### src/rtl/mmio_interconnect_if.sv
// CPU-to-slave MMIO bus bundle: CPU request/response, per-slave strobes and
// read data, and the unmapped-write error reporting signals.
interface mmio_interconnect_if #(
  parameter int NUM_SLAVES = 3
);
  logic [31:0]              memAddress;
  logic                     memWrite;
  logic [31:0]              memReadData;
  logic [NUM_SLAVES-1:0]    slvMemWrite;
  logic [NUM_SLAVES-1:0]    slvSel;
  logic [NUM_SLAVES*32-1:0] slvReadData;
  logic                     errClear;
  logic                     errFlag;
  logic [31:0]              errAddr;

  // CPU and slave side: drives requests and slave read data
  modport master (
    output memAddress, memWrite, slvReadData, errClear,
    input  memReadData, slvMemWrite, slvSel, errFlag, errAddr
  );

  // Interconnect side
  modport slave (
    input  memAddress, memWrite, slvReadData, errClear,
    output memReadData, slvMemWrite, slvSel, errFlag, errAddr
  );
endinterface

### src/rtl/mmio_interconnect.sv
// Address-window MMIO decoder with one-cycle registered read mux.
// Optional sticky unmapped-write capture enabled by macro MMIO_ERR_CAPTURE_EN.
module mmio_interconnect #(
  parameter int                       NUM_SLAVES   = 3,
  parameter logic [NUM_SLAVES*32-1:0] BASE_ADDRS   = {32'hFFFF_FFF4, 32'hFFFF_FFF0, 32'h0000_0000},
  parameter logic [NUM_SLAVES*32-1:0] TOP_ADDRS    = {32'hFFFF_FFF7, 32'hFFFF_FFF3, 32'h0000_07FF},
  parameter logic [31:0]              DEFAULT_READ = 32'h0000_0000
) (
  input  logic                clk,
  input  logic                reset,
  mmio_interconnect_if.slave  bus
);

  localparam int IDX_W = (NUM_SLAVES > 1) ? $clog2(NUM_SLAVES) : 1;

  logic [NUM_SLAVES-1:0] w_sel;
  logic [IDX_W-1:0]      w_idx;
  logic                  w_hit;
  logic [31:0]           w_rd_data;
  logic [IDX_W-1:0]      r_sel_idx;
  logic                  r_hit;

  // Window decode; scanning from the top index down lets the lowest index win
  always_comb begin
    w_sel = '0;
    w_idx = '0;
    w_hit = 1'b0;
    for (int i = NUM_SLAVES - 1; i >= 0; i--) begin
      if ((bus.memAddress >= BASE_ADDRS[32*i +: 32]) &&
          (bus.memAddress <= TOP_ADDRS[32*i +: 32])) begin
        w_sel    = '0;
        w_sel[i] = 1'b1;
        w_idx    = IDX_W'(i);
        w_hit    = 1'b1;
      end else begin
        w_hit = w_hit;
      end
    end
  end

  assign bus.slvSel      = w_sel;
  assign bus.slvMemWrite = w_sel & {NUM_SLAVES{bus.memWrite}};

  // Registers the winning slave for the next-cycle read return
  always_ff @(posedge clk) begin
    if (reset) begin
      r_sel_idx <= '0;
      r_hit     <= 1'b0;
    end else begin
      r_sel_idx <= w_idx;
      r_hit     <= w_hit;
    end
  end

  // Read mux driven directly from the registered selection
  always_comb begin
    w_rd_data = DEFAULT_READ;
    for (int i = 0; i < NUM_SLAVES; i++) begin
      w_rd_data = (r_hit && (r_sel_idx == IDX_W'(i))) ? bus.slvReadData[32*i +: 32] : w_rd_data;
    end
  end

  assign bus.memReadData = w_rd_data;

`ifdef MMIO_ERR_CAPTURE_EN
  logic        r_err_flag;
  logic [31:0] r_err_addr;

  // First unmapped write is held; a new one in the clear cycle takes precedence
  always_ff @(posedge clk) begin
    if (reset) begin
      r_err_flag <= 1'b0;
      r_err_addr <= 32'h0000_0000;
    end else if (bus.memWrite && !w_hit && (!r_err_flag || bus.errClear)) begin
      r_err_flag <= 1'b1;
      r_err_addr <= bus.memAddress;
    end else if (bus.errClear) begin
      r_err_flag <= 1'b0;
      r_err_addr <= 32'h0000_0000;
    end else begin
      r_err_flag <= r_err_flag;
      r_err_addr <= r_err_addr;
    end
  end

  assign bus.errFlag = r_err_flag;
  assign bus.errAddr = r_err_addr;
`else
  logic w_unused_err_clear;
  assign w_unused_err_clear = bus.errClear;
  assign bus.errFlag        = 1'b0;
  assign bus.errAddr        = 32'h0000_0000;
`endif

endmodule

### src/flat_wrapper.sv
// flat-port wrapper written by rule: the top's interface ports become plain ports
module mmio_interconnect_flat 
#(
  parameter int                       NUM_SLAVES   = 3,
  parameter logic [NUM_SLAVES*32-1:0] BASE_ADDRS   = {32'hFFFF_FFF4, 32'hFFFF_FFF0, 32'h0000_0000},
  parameter logic [NUM_SLAVES*32-1:0] TOP_ADDRS    = {32'hFFFF_FFF7, 32'hFFFF_FFF3, 32'h0000_07FF},
  parameter logic [31:0]              DEFAULT_READ = 32'h0000_0000
)
  (clk, reset, bus_memAddress, bus_memWrite, bus_slvReadData, bus_errClear, bus_memReadData, bus_slvMemWrite, bus_slvSel, bus_errFlag, bus_errAddr);
  mmio_interconnect_if #(.NUM_SLAVES(NUM_SLAVES)) bus_i ();
  input  logic clk;
  input  logic reset;
  input wire logic [$bits(bus_i.memAddress)-1:0] bus_memAddress;
  input wire logic [$bits(bus_i.memWrite)-1:0] bus_memWrite;
  input wire logic [$bits(bus_i.slvReadData)-1:0] bus_slvReadData;
  input wire logic [$bits(bus_i.errClear)-1:0] bus_errClear;
  output wire logic [$bits(bus_i.memReadData)-1:0] bus_memReadData;
  output wire logic [$bits(bus_i.slvMemWrite)-1:0] bus_slvMemWrite;
  output wire logic [$bits(bus_i.slvSel)-1:0] bus_slvSel;
  output wire logic [$bits(bus_i.errFlag)-1:0] bus_errFlag;
  output wire logic [$bits(bus_i.errAddr)-1:0] bus_errAddr;
  assign bus_i.memAddress = bus_memAddress;
  assign bus_i.memWrite = bus_memWrite;
  assign bus_i.slvReadData = bus_slvReadData;
  assign bus_i.errClear = bus_errClear;
  assign bus_memReadData = bus_i.memReadData;
  assign bus_slvMemWrite = bus_i.slvMemWrite;
  assign bus_slvSel = bus_i.slvSel;
  assign bus_errFlag = bus_i.errFlag;
  assign bus_errAddr = bus_i.errAddr;
  mmio_interconnect #(.NUM_SLAVES(NUM_SLAVES), .BASE_ADDRS(BASE_ADDRS), .TOP_ADDRS(TOP_ADDRS), .DEFAULT_READ(DEFAULT_READ)) u_core (.clk(clk), .reset(reset), .bus(bus_i));
endmodule
### config.mk
export PLATFORM = sky130hd
export DESIGN_NAME = mmio_interconnect_flat
export DESIGN_NICKNAME = d
export VERILOG_FILES = /design/src/rtl/mmio_interconnect_if.sv /design/src/rtl/mmio_interconnect.sv /design/src/flat_wrapper.sv
export SDC_FILE = /design/constraint.sdc
export NUM_CORES = 1
export LEC_CHECK = 0
export ABC_CLOCK_PERIOD_IN_PS = 1290
export BUFFER_PORTS_ARGS = -buffer_cell sky130_fd_sc_hd__buf_4
export CAP_MARGIN = 20
export CORE_MARGIN = 5
export CORE_UTILIZATION = 27
export DETAILED_ROUTE_END_ITERATION = 10
export GPL_TIMING_DRIVEN = 1
export PLACE_DENSITY = 0.82
export SYNTH_ARGS = -nofsm -noshare
export SYNTH_HDL_FRONTEND = slang
export SYNTH_SLANG_ARGS = --single-unit
export TNS_END_PERCENT = 1
### constraint.sdc
create_clock -name clk -period 1.29 [get_ports clk]
set_input_delay 0.258 -clock clk [delete_from_list [all_inputs] [get_ports clk]]
set_output_delay 0.258 -clock clk [all_outputs]
set_load 0.005 [all_outputs]
==> Yosys cells after proc, flatten, opt, wreduce, memory -nomap -nowiden <==
Cells that the tools add are included.
{ "op_classes": {"n_lt_le_gt_ge": 6, "eq_ne": 2, "muxes": 11, "bitwise_logic": 1, "n_reduce_logical": 9} }
{ "ops": {"columns": ["cell", "n"], "rows": [
  ["32-bit two-way mux", 3],
  ["32-bit >= comparator, second input constant", 2],
  ["32-bit <= comparator, second input constant", 2],
  ["32-bit by 1-bit >= comparator with 1-bit output, second input constant", 1],
  ["32-bit by 11-bit <= comparator with 1-bit output, second input constant", 1],
  ["3-bit two-way mux", 3],
  ["1-bit logical AND", 6],
  ["1-bit two-way mux", 4],
  ["3-bit bitwise AND", 1],
  ["3-bit OR reduction", 1],
  ["2-bit by 1-bit equality test with 1-bit output, second input constant", 1],
  ["2-bit equality test, second input constant", 1],
  ["2-bit zero test", 1],
  ["2-bit two-way mux", 1],
  ["2-bit OR reduction", 1]
]} }
{ "word_totals": {"regBits": 3, "output_inout_bits": 71} }

==> Longest topological paths before layout <==
{ "depth": {"ltp_word": 6, "mapped_depth": 7, "depth_no_buf": 4} }

==> Worst setup path after synthesis <==
No wires, ideal clock.
{ "synth_timing": {"kind": "input to output", "from": "input port bus_memAddress[18]", "to": "output port bus_slvMemWrite[0]", "arrival_ns": 1.077, "required_ns": 1.032, "setup_slack_ns": -0.045, "cell_stages": 4, "n_path_buf": 0, "cell_sequence": "nor4_1 > nand2_1 > or3_4 > nor2_1"} }
{ "synth_between": {"elab_chain_cells": 5, "elab_cells_between_ends": 9, "cone_classes": "order compare: 4; mux: 2; bitwise: 1; reduce/logical: 2"} }
{ "synth_lines": {"columns": ["element", "line_no", "text"], "rows": [
  ["from (decl)", "flat_wrapper.sv:13", "input wire logic [$bits(bus_i.memAddress)-1:0] bus_memAddress;"],
  ["32-bit >= comparator or 32-bit <= comparator (tied branches)", "mmio_interconnect.sv:29, mmio_interconnect.sv:30", null],
  ["1-bit logical AND", "mmio_interconnect.sv:29", "if ((bus.memAddress >= BASE_ADDRS[32*i +: 32]) &&"],
  ["3-bit two-way mux", "mmio_interconnect.sv:29", null],
  ["3-bit two-way mux (*)", "mmio_interconnect.sv:29", null],
  ["3-bit bitwise AND (*)", "mmio_interconnect.sv:42", "assign bus.slvMemWrite = w_sel & {NUM_SLAVES{bus.memWrite}};"],
  ["to (decl)", "flat_wrapper.sv:18", "output wire logic [$bits(bus_i.slvMemWrite)-1:0] bus_slvMemWrite;"]
]} }
Every way passes the cells marked *; elsewhere a longest branch is shown, timed or not.

==> Final worst setup path <==
{ "layout_timing": {"from": "register u_core.r_sel_idx[0]", "to": "output port bus_memReadData[20]"} }
{ "layout_between": {"elab_chain_cells": 5, "elab_cells_between_ends": 9, "cone_classes": "eq/ne: 2; mux: 3; reduce/logical: 4"} }
{ "layout_lines": {"columns": ["element", "line_no", "text"], "rows": [
  ["from (decl)", "mmio_interconnect.sv:20", "logic [IDX_W-1:0] r_sel_idx;"],
  ["from (signal assigned)", "mmio_interconnect.sv:50", "r_sel_idx <= w_idx;"],
  ["2-bit zero test", "mmio_interconnect.sv:59", "w_rd_data = (r_hit && (r_sel_idx == IDX_W'(i))) ? bus.slvReadData[32*i +: 32] : w_rd_data;"],
  ["1-bit logical AND", "mmio_interconnect.sv:59", null],
  ["32-bit two-way mux (2 in a row)", "mmio_interconnect.sv:59", null],
  ["32-bit two-way mux (*)", "mmio_interconnect.sv:59", null],
  ["to (decl)", "flat_wrapper.sv:17", "output wire logic [$bits(bus_i.memReadData)-1:0] bus_memReadData;"]
]} }
Marked as above.

==> results.json <==
{
  "wirelength_um": 5920,
  "grt_max_degree": 33,
  "yosys.cell_types.count": 20,
  "grtUsageTotal_pct": 16.4,
  "numPortBuffers": 166,
  "critPathCaptureType": "output port",
  "multiInputGateArea_um2": 1150,
  "finalSetupViolCount": 38,
  "fin_util_pct": 56.8,
  "rows": 25,
  "synth_simple_gate_area_share_pct": 35.2,
  "total_power_uw": 777,
  "rsz0062_at_grt": "true",
  "cap_violations": 0,
  "synth_mux_area_share_pct": 23.5,
  "antenna_found_initial": 0,
  "regArea_um2": 63.8,
  "cp_slowest_cell": "dfxtp_4",
  "firstDrtPassIters": 4,
  "path_cells": "nor2b_2, buf_4, nand2_1, o21ai_0, and2_1, buf_4",
  "cts_tree": "yes",
  "met3WireLength_um": 656,
  "ctsLongestPathBuffers": 2,
  "final_nets": 509,
  "grt_pass1_vias": 1963,
  "worstPathMaxFanout": 12,
  "hold_path_class": "primary input to flip-flop",
  "area_growth_pct": 101,
  "hpwlAfterDp_um": 4900,
  "slowest_delay_ns": 0.37,
  "power.density_cell_area_nw_per_um2": 284,
  "die-area_um2": 6560,
  "setup_slack_ns": -0.358,
  "static-leakage-power_uw": 0.00130,
  "status": "finished, violations left",
  "critical_path_class": "flip-flop to output port",
  "placed_area_um2": 2600,
  "numCtsBuffers": 3,
  "first_iter_violations": 45,
  "synth_top_family_by_area": "simple AND/OR/NAND/NOR gates",
  "synth_fa_ha_area_share_pct": 0,
  "synth_cells": 212,
  "postRouteAntennaNets": 0,
  "violations": "negative setup slack",
  "synth.avg_cell_area_um2": 6.42,
  "yosysWarningCount": 0,
  "start_util_pct": 28.3,
  "gp_congestion": 0.772,
  "netlist_area_um2": 1360,
  "vias": 1939,
  "viasPerCell": 4.38,
  "dp_cells": 438,
  "startpoint_type": "flip-flop",
  "min_period_ns": 1.65,
  "core_area_um2": 4820,
  "cp.arrival_ns": 1.39,
  "seq_area_frac_synth_pct": 4.41,
  "htreeDepth": 1,
  "diodes": 0,
  "fillers": 466,
  "ys_ff_latch": 3,
  "clock_sinks": 3,
  "hold_viol": 0,
  "dieHeight_um": 81.0,
  "vdd_ir_drop_max_mv": 0.670,
  "slew_violations": 0,
  "wl_per_cell_um": 13.4,
  "drt-met1-wl_um": 2000,
  "path_clk_slew_ns": 0.03,
  "synth_compound_area_share_pct": 12.4,
  "highest_layer": "met4",
  "grt_overflow": 0,
  "worstPathRequired_ns": 1.03,
  "ioPinCount": 203,
  "synthXorXnorAreaFrac_pct": 0,
  "dr_wl_met2_um": 3230,
  "root_buffer": "clkbuf_8",
  "clock.fmax_mhz": 607,
  "drive_gt1_share_pct": 51.1,
  "post-place-ws_ns": -0.330,
  "drc": 0,
  "fin_area_um2": 2730,
  "instances_no_fill": 443,
  "crit_top_cell": "buf_4",
  "period_share_pct": 128,
  "dieWidth_um": 81.0,
  "grt_pass1_wl_um": 8710
}
cell families (layout without fill, tap and decap cells):
| logic type | Yosys count | after routing |
|---|---|---|
| AND/OR/NAND/NOR | 93 | 93 |
| buffers and inverters | 50 | 182 |
| AO/OA/AOI/OAI | 33 | 33 |
| multiplexers | 32 | 32 |
| flip-flops | 3 | 3 |
| other | 1 | 33 |
path summary, 6_finish.rpt:
kind,slack (ns),cells after the start,from,end
setup / recovery,-0.36,6,u_core.r_sel_idx[0],bus_memReadData[20]
hold / removal,0.21,2,reset,u_core.r_hit
worst max-delay path: cells and delay by family, from the launching register on:
kind                   cells  cell delay (ns)
DFF                        1             0.37
AOI/OAI and AO/OA          1             0.07
buffers and inverters      2             0.33
and+or+nand+nor            3             0.40
cells in the mapped netlist:
master	instances	area share (%)
buf_2	5	1.8
clkbuf_4	1	0.55
clkbuf_1	6	1.7
or3_4	1	0.83
nor3_1	5	1.8
a21oi_2	1	0.64
conb_1	1	0.28
and2_1	32	15
o21ai_0	32	12
nand4_1	5	2.3
nor2b_1	1	0.46
inv_1	3	0.83
nor2_1	4	1.1
mux2i_1	32	24
nand3_1	1	0.37
nand2_1	37	10
nor4_1	6	2.8
buf_4	35	19
dfxtp_1	3	4.4
nand4b_1	1	0.64
flip-flops by register name, indices dropped and copies added (netlist names):
name	cells
u_core.r_sel_idx	2
u_core.r_hit	1
stage by stage:
stage                     setup TNS, ns  hold WS (ns)
after floorplan                  -0.418         0.320
after global placement            -4.70         0.437
after detailed placement          -5.29         0.438
after CTS                        -12.10         0.208
after global routing             -15.70         0.213
final                            -11.51         0.213
final cells by class:
type / count / share of cell area [%]
multi-input combinational: 191 / 42.1
clock buffer: 4 / 1.65
timing repair buffer: 175 / 50.4
tap: 67 / 3.07
sequential: 3 / 2.33
inverter: 3 / 0.412
layout by cell type (no fill, tap or decap), drive strengths merged:
| cell | instances |
|---|---|
| nand3 | 1 |
| buf | 175 |
| conb | 33 |
| nor2b | 1 |
| a21oi | 1 |
| mux2i | 32 |
| clkbuf | 4 |
| nand4 | 5 |
| or3 | 1 |
| inv | 3 |
| nor4 | 6 |
| nand4b | 1 |
| and2 | 32 |
| dfxtp | 3 |
| nand2 | 37 |
| nor3 | 5 |
| nor2 | 4 |
| o21ai | 32 |
where the power goes:
part | total [uW] | internal, uW | switching [uW]
combinational | 406 | 280 | 126
clock | 280 | 211 | 68.5
sequential | 91.3 | 91.3 | 0.0000151
total | 777 | 582 | 195
what timing repair did:
item / in CTS / in global routing
gates resized for setup: 8 / 6
setup endpoints to repair: 38 / 38
hold buffers: 0 / 0
gates cloned: 1 / 0
pin swaps: 5 / 1
buffers inserted: 0 / 0
endpoints found under the hold margin: 0 / 0
per-layer routing:
metal | track usage, % | vias to the layer above
met5 | 0 | -
met4 | 3.55 | 0
met3 | 2.77 | 4
met2 | 32.8 | 108
met1 | 17.6 | 850
li1 | - | 977
Power figures use the tool's default switching activity.
